===== config.mk =====
export PLATFORM = sky130hd
export DESIGN_NAME = seq_divider
export DESIGN_NICKNAME = d
export VERILOG_FILES = /design/src/rtl/seq_divider.sv
export SDC_FILE = /design/constraint.sdc
export NUM_CORES = 1
export LEC_CHECK = 0
export ABC_CLOCK_PERIOD_IN_PS = 2800
export CAP_MARGIN = 40
export CORE_ASPECT_RATIO = 1.2
export CORE_MARGIN = 4
export CORE_UTILIZATION = 52
export CTS_BUF_LIST = sky130_fd_sc_hd__clkbuf_4 sky130_fd_sc_hd__clkbuf_8
export DETAILED_ROUTE_END_ITERATION = 16
export GPL_ROUTABILITY_DRIVEN = 1
export PLACE_DENSITY_LB_ADDON = 0.05
export SLEW_MARGIN = 20
export SYNTH_ARGS = -nofsm -noshare
export SYNTH_HDL_FRONTEND = slang
export SYNTH_SLANG_ARGS = --single-unit

===== constraint.sdc =====
create_clock -name clk -period 2.8 [get_ports clk]
set_input_delay 0.56 -clock clk [delete_from_list [all_inputs] [get_ports clk]]
set_output_delay 0.56 -clock clk [all_outputs]
set_load 0.01 [all_outputs]

===== src/rtl/seq_divider.sv =====
// Multicycle signed restoring divider (MIPS DIV): quotient to lo, remainder to hi.
// Optional macro DIV_FAST_EXIT_EN: skip the iteration loop when |dividend| < |divisor|.
module seq_divider #(
  parameter int WIDTH = 32
) (
  input  logic             clk,
  input  logic             reset,
  input  logic             start,
  input  logic [WIDTH-1:0] dividend,
  input  logic [WIDTH-1:0] divisor,
  output logic             busy,
  output logic             done,
  output logic             div_zero,
  output logic [WIDTH-1:0] hi,
  output logic [WIDTH-1:0] lo
);

  localparam int CNT_W = (WIDTH > 2) ? $clog2(WIDTH) : 1;

  typedef enum logic [1:0] {
    S_IDLE = 2'd0,
    S_RUN  = 2'd1,
    S_FIX  = 2'd2
  } state_t;

  // Handshake: start is sampled only in IDLE (busy=0); done (and div_zero when
  // divisor=0) pulses for exactly one cycle with hi/lo valid; hi/lo then hold.
  state_t             state_q, state_d;
  logic [CNT_W-1:0]   cnt_q, cnt_d;
  logic [WIDTH-1:0]   rem_q, rem_d;
  logic [WIDTH-1:0]   quot_q, quot_d;
  logic [WIDTH-1:0]   div_q, div_d;
  logic               quot_neg_q, quot_neg_d;
  logic               rem_neg_q, rem_neg_d;
  logic [WIDTH-1:0]   hi_q, hi_d;
  logic [WIDTH-1:0]   lo_q, lo_d;
  logic               done_q, done_d;
  logic               div_zero_q, div_zero_d;

  logic [WIDTH-1:0]   mag_a, mag_b;
  logic [WIDTH:0]     rem_shift, diff;

  always_comb begin
    state_d    = state_q;
    cnt_d      = cnt_q;
    rem_d      = rem_q;
    quot_d     = quot_q;
    div_d      = div_q;
    quot_neg_d = quot_neg_q;
    rem_neg_d  = rem_neg_q;
    hi_d       = hi_q;
    lo_d       = lo_q;
    done_d     = 1'b0;
    div_zero_d = 1'b0;

    mag_a     = dividend[WIDTH-1] ? -dividend : dividend;
    mag_b     = divisor[WIDTH-1]  ? -divisor  : divisor;
    // quot_q starts as |dividend| and shifts its MSB into the remainder each step.
    rem_shift = {rem_q, quot_q[WIDTH-1]};
    diff      = rem_shift - {1'b0, div_q};

    case (state_q)
      S_IDLE: begin
        if (start) begin
          if (divisor == '0) begin
            done_d     = 1'b1;
            div_zero_d = 1'b1;
          end else begin
            quot_neg_d = dividend[WIDTH-1] ^ divisor[WIDTH-1];
            rem_neg_d  = dividend[WIDTH-1];
            div_d      = mag_b;
            rem_d      = '0;
            quot_d     = mag_a;
            cnt_d      = '0;
            state_d    = S_RUN;
`ifdef DIV_FAST_EXIT_EN
            if (mag_a < mag_b) begin
              rem_d   = mag_a;
              quot_d  = '0;
              state_d = S_FIX;
            end
`endif
          end
        end
      end
      S_RUN: begin
        if (!diff[WIDTH]) begin
          rem_d  = diff[WIDTH-1:0];
          quot_d = {quot_q[WIDTH-2:0], 1'b1};
        end else begin
          rem_d  = rem_shift[WIDTH-1:0];
          quot_d = {quot_q[WIDTH-2:0], 1'b0};
        end
        cnt_d = cnt_q + CNT_W'(1);
        if (cnt_q == CNT_W'(WIDTH - 1)) state_d = S_FIX;
      end
      S_FIX: begin
        lo_d    = quot_neg_q ? -quot_q : quot_q;
        hi_d    = rem_neg_q ? -rem_q : rem_q;
        done_d  = 1'b1;
        state_d = S_IDLE;
      end
      default: state_d = S_IDLE;
    endcase
  end

  always_ff @(posedge clk) begin
    if (reset) begin
      state_q    <= S_IDLE;
      cnt_q      <= '0;
      rem_q      <= '0;
      quot_q     <= '0;
      div_q      <= '0;
      quot_neg_q <= 1'b0;
      rem_neg_q  <= 1'b0;
      hi_q       <= '0;
      lo_q       <= '0;
      done_q     <= 1'b0;
      div_zero_q <= 1'b0;
    end else begin
      state_q    <= state_d;
      cnt_q      <= cnt_d;
      rem_q      <= rem_d;
      quot_q     <= quot_d;
      div_q      <= div_d;
      quot_neg_q <= quot_neg_d;
      rem_neg_q  <= rem_neg_d;
      hi_q       <= hi_d;
      lo_q       <= lo_d;
      done_q     <= done_d;
      div_zero_q <= div_zero_d;
    end
  end

  assign busy     = (state_q != S_IDLE);
  assign done     = done_q;
  assign div_zero = div_zero_q;
  assign hi       = hi_q;
  assign lo       = lo_q;

endmodule

* Word-level counts from Yosys, hierarchy flattened
Index checks and enable logic that the tools add are counted.
** Storage, ports and cells
- Word-level logic and storage cells :: 56
- Output and inout port bits :: 67
- Flip-flop bits (word level) :: 171
** Operators by class
- Multiplexer cells :: 22
- Equal/unequal tests :: 6
- Bitwise gates (word level) :: 3
- Reduce and logical (&&, ||, !) cells :: 8
- Add/sub/neg operators :: 6
** Operators with widths (number)
- 32-bit two-way mux :: 9
- 32-bit negation :: 4
- 32-bit one-hot mux with 2 select lines :: 2
- 33-bit by 32-bit subtractor with 33-bit output :: 1
- 32-bit logical NOT :: 1
- 5-bit two-way mux :: 2
- 5-bit one-hot mux with 2 select lines :: 1
- 3-bit AND reduction :: 3
- 2-bit two-way mux :: 3
- 2-bit inequality test, second input constant :: 3
- 5-bit by 1-bit adder with 5-bit output, second input constant :: 1
- 5-bit equality test, second input constant :: 1
- 2-bit one-hot mux with 2 select lines :: 1
- 2-bit nonzero test :: 2
- 1-bit two-way mux :: 3
- 2-bit by 1-bit equality test with 1-bit output, second input constant :: 1
- 2-bit equality test, second input constant :: 1
- 2-bit logical NOT :: 1
- 1-bit NOT :: 2
- 1-bit one-hot mux with 2 select lines :: 1
- 2-bit OR reduction :: 1
- 1-bit bitwise XOR :: 1

* Longest topological paths before layout
- Word-level depth :: 5
- Gate-level depth with buffers :: 13
- Mapped depth without buffers :: 12

* Worst setup path before layout
No wires, ideal clock.
- Kind :: register -> register
- Start point :: register quot_q[31]
- End point :: register quot_q[0]
- Setup slack :: -155 ps
- Arrival :: 2827 ps
- Stages on the path, launching flop included :: 14
- Data required time :: 2672 ps
- Cells stage by stage :: dfxtp_1 > inv_1 > ha_1 > fa_1 > nor2b_1 > o2111ai_1 > a21oi_1 > o21ai_0 > and2_1 > o221ai_1 > clkbuf_1 > nor2_1 > a221oi_1 > nor2_1
** Between the ends
- Word-level cells in the longest chain between the ends :: 3
** RTL lines
- from (decl) :: line 31 : logic [WIDTH-1:0] quot_q, quot_d;
- from (signal assigned) :: line 124 : quot_q <= quot_d;
- 33-bit by 32-bit subtractor with 33-bit output :: line 60 : diff = rem_shift - {1'b0, div_q};
- 1-bit two-way mux :: line 87 : if (!diff[WIDTH]) begin
- 32-bit one-hot mux with 2 select lines :: line 62 : case (state_q)
Every way passes these cells.
A chain may end at the register's enable or synchronous reset.

* Final worst setup path
- Start point :: register quot_q[31]
- End point :: register rem_q[12]
** Between the ends
- Word-level cells in the longest chain between the ends :: 3
** RTL lines
- 33-bit by 32-bit subtractor with 33-bit output :: line 60
- 32-bit two-way mux :: line 87
- 32-bit one-hot mux with 2 select lines :: line 62
- to (signal assigned) :: line 123 : rem_q <= rem_d;
- to (decl) :: line 30 : logic [WIDTH-1:0] rem_q, rem_d;
Every way passes these cells.

==> results.tsv <==
stage	metric	value	unit
clock_network	cts_tree	built	
clock_network	clock_latency	0.48	ns
worst_setup_path	path_max_fanout	8	
layout	antenna_cells	0	
timing	hold_viol_final	0	
die	initial_core_util	53.2	%
placed_design	dp.cells	1826	
die	rows	56	
synthesis	synth_flop_cell	dfxtp_1	
clock_network	clk_path_buf_depth	2	
global_route	grt_pass1_wl	49900	um
detailed_routing	routedWlPerCell	17.2	um
timing	period_needed	2.81	ns
worst_setup_path	slowest_delay	0.41	ns
synthesis	ys.warnings.count	0	
synthesis	netlist-cell-type-count	60	
worst_setup_path	required	3.15	ns
clock_network	cts_buffers	17	
worst_setup_path	path_buf_inv	3	
timing	fmax	356	MHz
layout	nFillCells	1572	
die	die_h	164	um
global_route	antenna_found_initial	0	
synthesis	synth_edf_count	0	
power_and_ir_drop	seqPwrFrac	43.7	%
timing	fin_skew	0.0206	ns
detailed_routing	drt_first_pass_iters	5	
power_and_ir_drop	ir_drop	269	uV
detailed_routing	drt-total-wl	32200	um
clock_network	cts-root-buf	clkbuf_8	
power_and_ir_drop	swShare	34.4	%
worst_setup_path	crit_slowest_cell	fa_2	
timing	max_slew_margin	55.3	%
clock_network	htree_levels	4	
synthesis	syn-cell-area	10500	sq um
synthesis	yosysSeqAreaShare	32.7	%
worst_setup_path	crit_arrival	3.16	ns
min_path	hold_class	register to register	
worst_setup_path	startpoint_type	register	
job	max_cap_violations	0	
outcome	status	finished with violations	
power_and_ir_drop	combPwrFrac	25.8	%
layout	drive_gt1_share	21.9	%
detailed_routing	ant_nets	0	
synthesis	synth-seq-cells	171	
clock_network	clk_pin_slew	0.10	ns
synthesis	netlist_instances	1323	
placed_design	io_buffers	133	
layout	final_util	74.0	%
worst_setup_path	path_cells	inv_2 > ha_4 > fa_2 > nor2b_4 > o2111ai_4 > a21oi_2 > o21ai_2 > and2_4 > o221ai_4 > buf_12 > buf_12 > mux2i_1 > o21ai_1	
power_and_ir_drop	pwr-share-clk	30.5	%
die	core-area	19700	sq um
power_and_ir_drop	power.density	408	nW/um^2
die	dieArea	22500	sq um
power_and_ir_drop	switchingPower	0.00204	W
power_and_ir_drop	p_total	0.00594	W
global_route	gr-total-overflow	0	
clock_network	cts_sinks	171	
detailed_routing	vias	10848	
worst_setup_path	cp_common_cell	buf_12	
worst_setup_path	path_class	register to register	
synthesis	synth_nets	1429	
timing	worstMarginPinSlew	0.664	ns
global_route	grt_max_degree	141	
synthesis	ys_async_sr_fraction	0	%
layout	layout.cells.non_filler	1870	
detailed_routing	drtIter0Drc	532	
die	io_pins	134	
detailed_routing	vias_per_cell	5.80	
detailed_routing	drc	0	
worst_setup_path	crit_path_end_kind	register	
layout	area.growth.synth_to_final	39.0	%
timing	final_max_slew_viol_count	0	
outcome	violations	negative setup slack	
placed_design	gp_congestion	0.915	
synthesis	syn_area_per_cell	7.92	sq um
timing	worst_slack	-0.0111	ns
global_route	track_usage	27.7	%
power_and_ir_drop	intPower	0.00390	W
placed_design	hpwl	23500	um
timing	fin_crit_sh	100	%
worst_setup_path	cp_top_family	compound AO/OA/AOI/OAI gates	
timing	setup_tns	-0.0203	ns
die	die_w	138	um
layout	finalNetCount	1702	
global_route	grt_pass1_vias	10466	
timing	rsz0062_at_grt	yes	
power_and_ir_drop	p_leak	5.70	nW
timing	finalSetupViolCount	2	
==> Yosys cell counts, drive strengths merged (9+ instances only) <==
cell type | n | area (sq um)
nor3 | 17 | 90.1
nand2b | 9 | 56.3
a21oi | 71 | 355
a221oi | 30 | 263
o41ai | 23 | 209
nor2 | 191 | 719
o31ai | 36 | 284
clkbuf | 62 | 233
ha | 38 | 475
dfxtp | 171 | 3420
buf | 18 | 82.6
nand2 | 115 | 432
or4 | 21 | 174
inv | 46 | 173
or3 | 10 | 62.6
o211ai | 9 | 67.6
nor4 | 13 | 115
nand3 | 29 | 145
a21o | 12 | 90.1
nand4 | 10 | 62.6
a211oi | 88 | 666
xor2 | 104 | 911
o21ai | 72 | 360
xnor2 | 40 | 350
nor2b | 14 | 87.6
==> power groups by stage <==
stage / Sequential [W] / Combinational (W) / Clock [W]
global route: 0.00261 / 0.00167 / 0.00194
floorplan: 0.00263 / 0.000803 / 0
global placement: 0.00264 / 0.00135 / 0
CTS: 0.00259 / 0.00140 / 0.00184
finish: 0.00260 / 0.00153 / 0.00181
detailed placement: 0.00265 / 0.00137 / 0
==> routing by layer <==
metal | routed length (um) | vias up | GRT usage [%]
met5 | 0 | - | 0
met4 | 1890 | 0 | 16.8
met3 | 1140 | 107 | 4.07
met2 | 17300 | 303 | 51.5
met1 | 11900 | 5088 | 28.6
li1 | - | 5350 | -
==> final cells by class <==
class                      instances  area, sq um  share of cell area [%]
multi-input combinational       1026         7190                    49.3
sequential                       171         3430                    23.6
timing repair buffer             334         3040                    20.8
tap                              261          327                    2.24
clock buffer                      17          234                    1.61
clock inverter                    15          179                    1.23
inverter                          46          173                    1.19
==> what timing repair did <==
action	4_1_cts	5_1_grt
gates cloned	0	3
pin swaps	5	49
resized for setup	17	140
setup buffers	1	9
hold endpoints to repair	0	0
hold buffers	0	0
setup endpoints to repair	81	84
==> worst min-delay path, delay by kind of cell (launching register included) <==
kind | cells | cell delay, ns
DFF | 1 | 0.32
and+or+nand+nor | 1 | 0.05
AOI/OAI and AO/OA | 1 | 0.05
==> metrics by stage <==
stage / cell area [sq um] / hold slack [ns] / setup WS (ns)
2_1_floorplan: 10500 / 0.432 / 0.0103
3_3_place_gp: 13400 / 0.446 / -0.528
3_5_place_dp: 13400 / 0.446 / -0.622
4_1_cts: 13900 / 0.459 / 0.00526
5_1_grt: 14600 / 0.481 / -0.173
6_report: 14600 / 0.454 / -0.0111
==> final timing paths <==
check | start | end | slack, ns | depth (start not counted)
hold reg to reg | lo[16] | lo[16] | 0.45 | 2
setup reg to reg | quot_q[31] | rem_q[12] | -0.01 | 13
setup / recovery | quot_q[31] | rem_q[12] | -0.01 | 13
hold / removal | lo[16] | lo[16] | 0.45 | 2
==> state kept, by name, summed over array words and instances, names as in the netlist, 2 cells and up <==
name,cells
cnt_q,5
div_q,32
hi,32
lo,32
quot_q,32
rem_q,32
state_q,2
==> logic make-up (layout without fill, tap and decap cells) <==
family | Yosys count | in the layout | synth area share, %
adder cells (fa/ha/maj) | 39 | 39 | 4.73
AO/OA/AOI/OAI | 384 | 384 | 25.1
multiplexers | 8 | 8 | 0.764
AND/OR/NAND/NOR | 451 | 451 | 20.0
buffers and inverters | 126 | 412 | 4.66
XOR/XNOR | 144 | 144 | 12.0
flip-flops | 171 | 171 | 32.7
==> placed cells by master (no fill, tap or decap), types with 8 or more instances in the layout <==
cell             count
o41ai_1             16
ha_1                32
inv_1               45
o211ai_1             9
xnor2_1             39
or4_1               10
buf_12               9
or4_4               10
nand2_1            113
clkdlybuf4s50_1    132
buf_4              183
nand2b_1             8
nor3_1              13
or3_1                9
o21ai_1             23
nand3_1             28
nor2b_1             11
o21ai_0             44
nor2_1             179
a21o_1              12
nor2_4               9
a21oi_2             15
o31ai_1             28
nand4_1             10
a21oi_1             56
clkbuf_8            17
a211oi_1            84
o21a_1               8
xor2_1             104
dfxtp_1            165
a221oi_1            24
(Power assumes the default switching activity.)
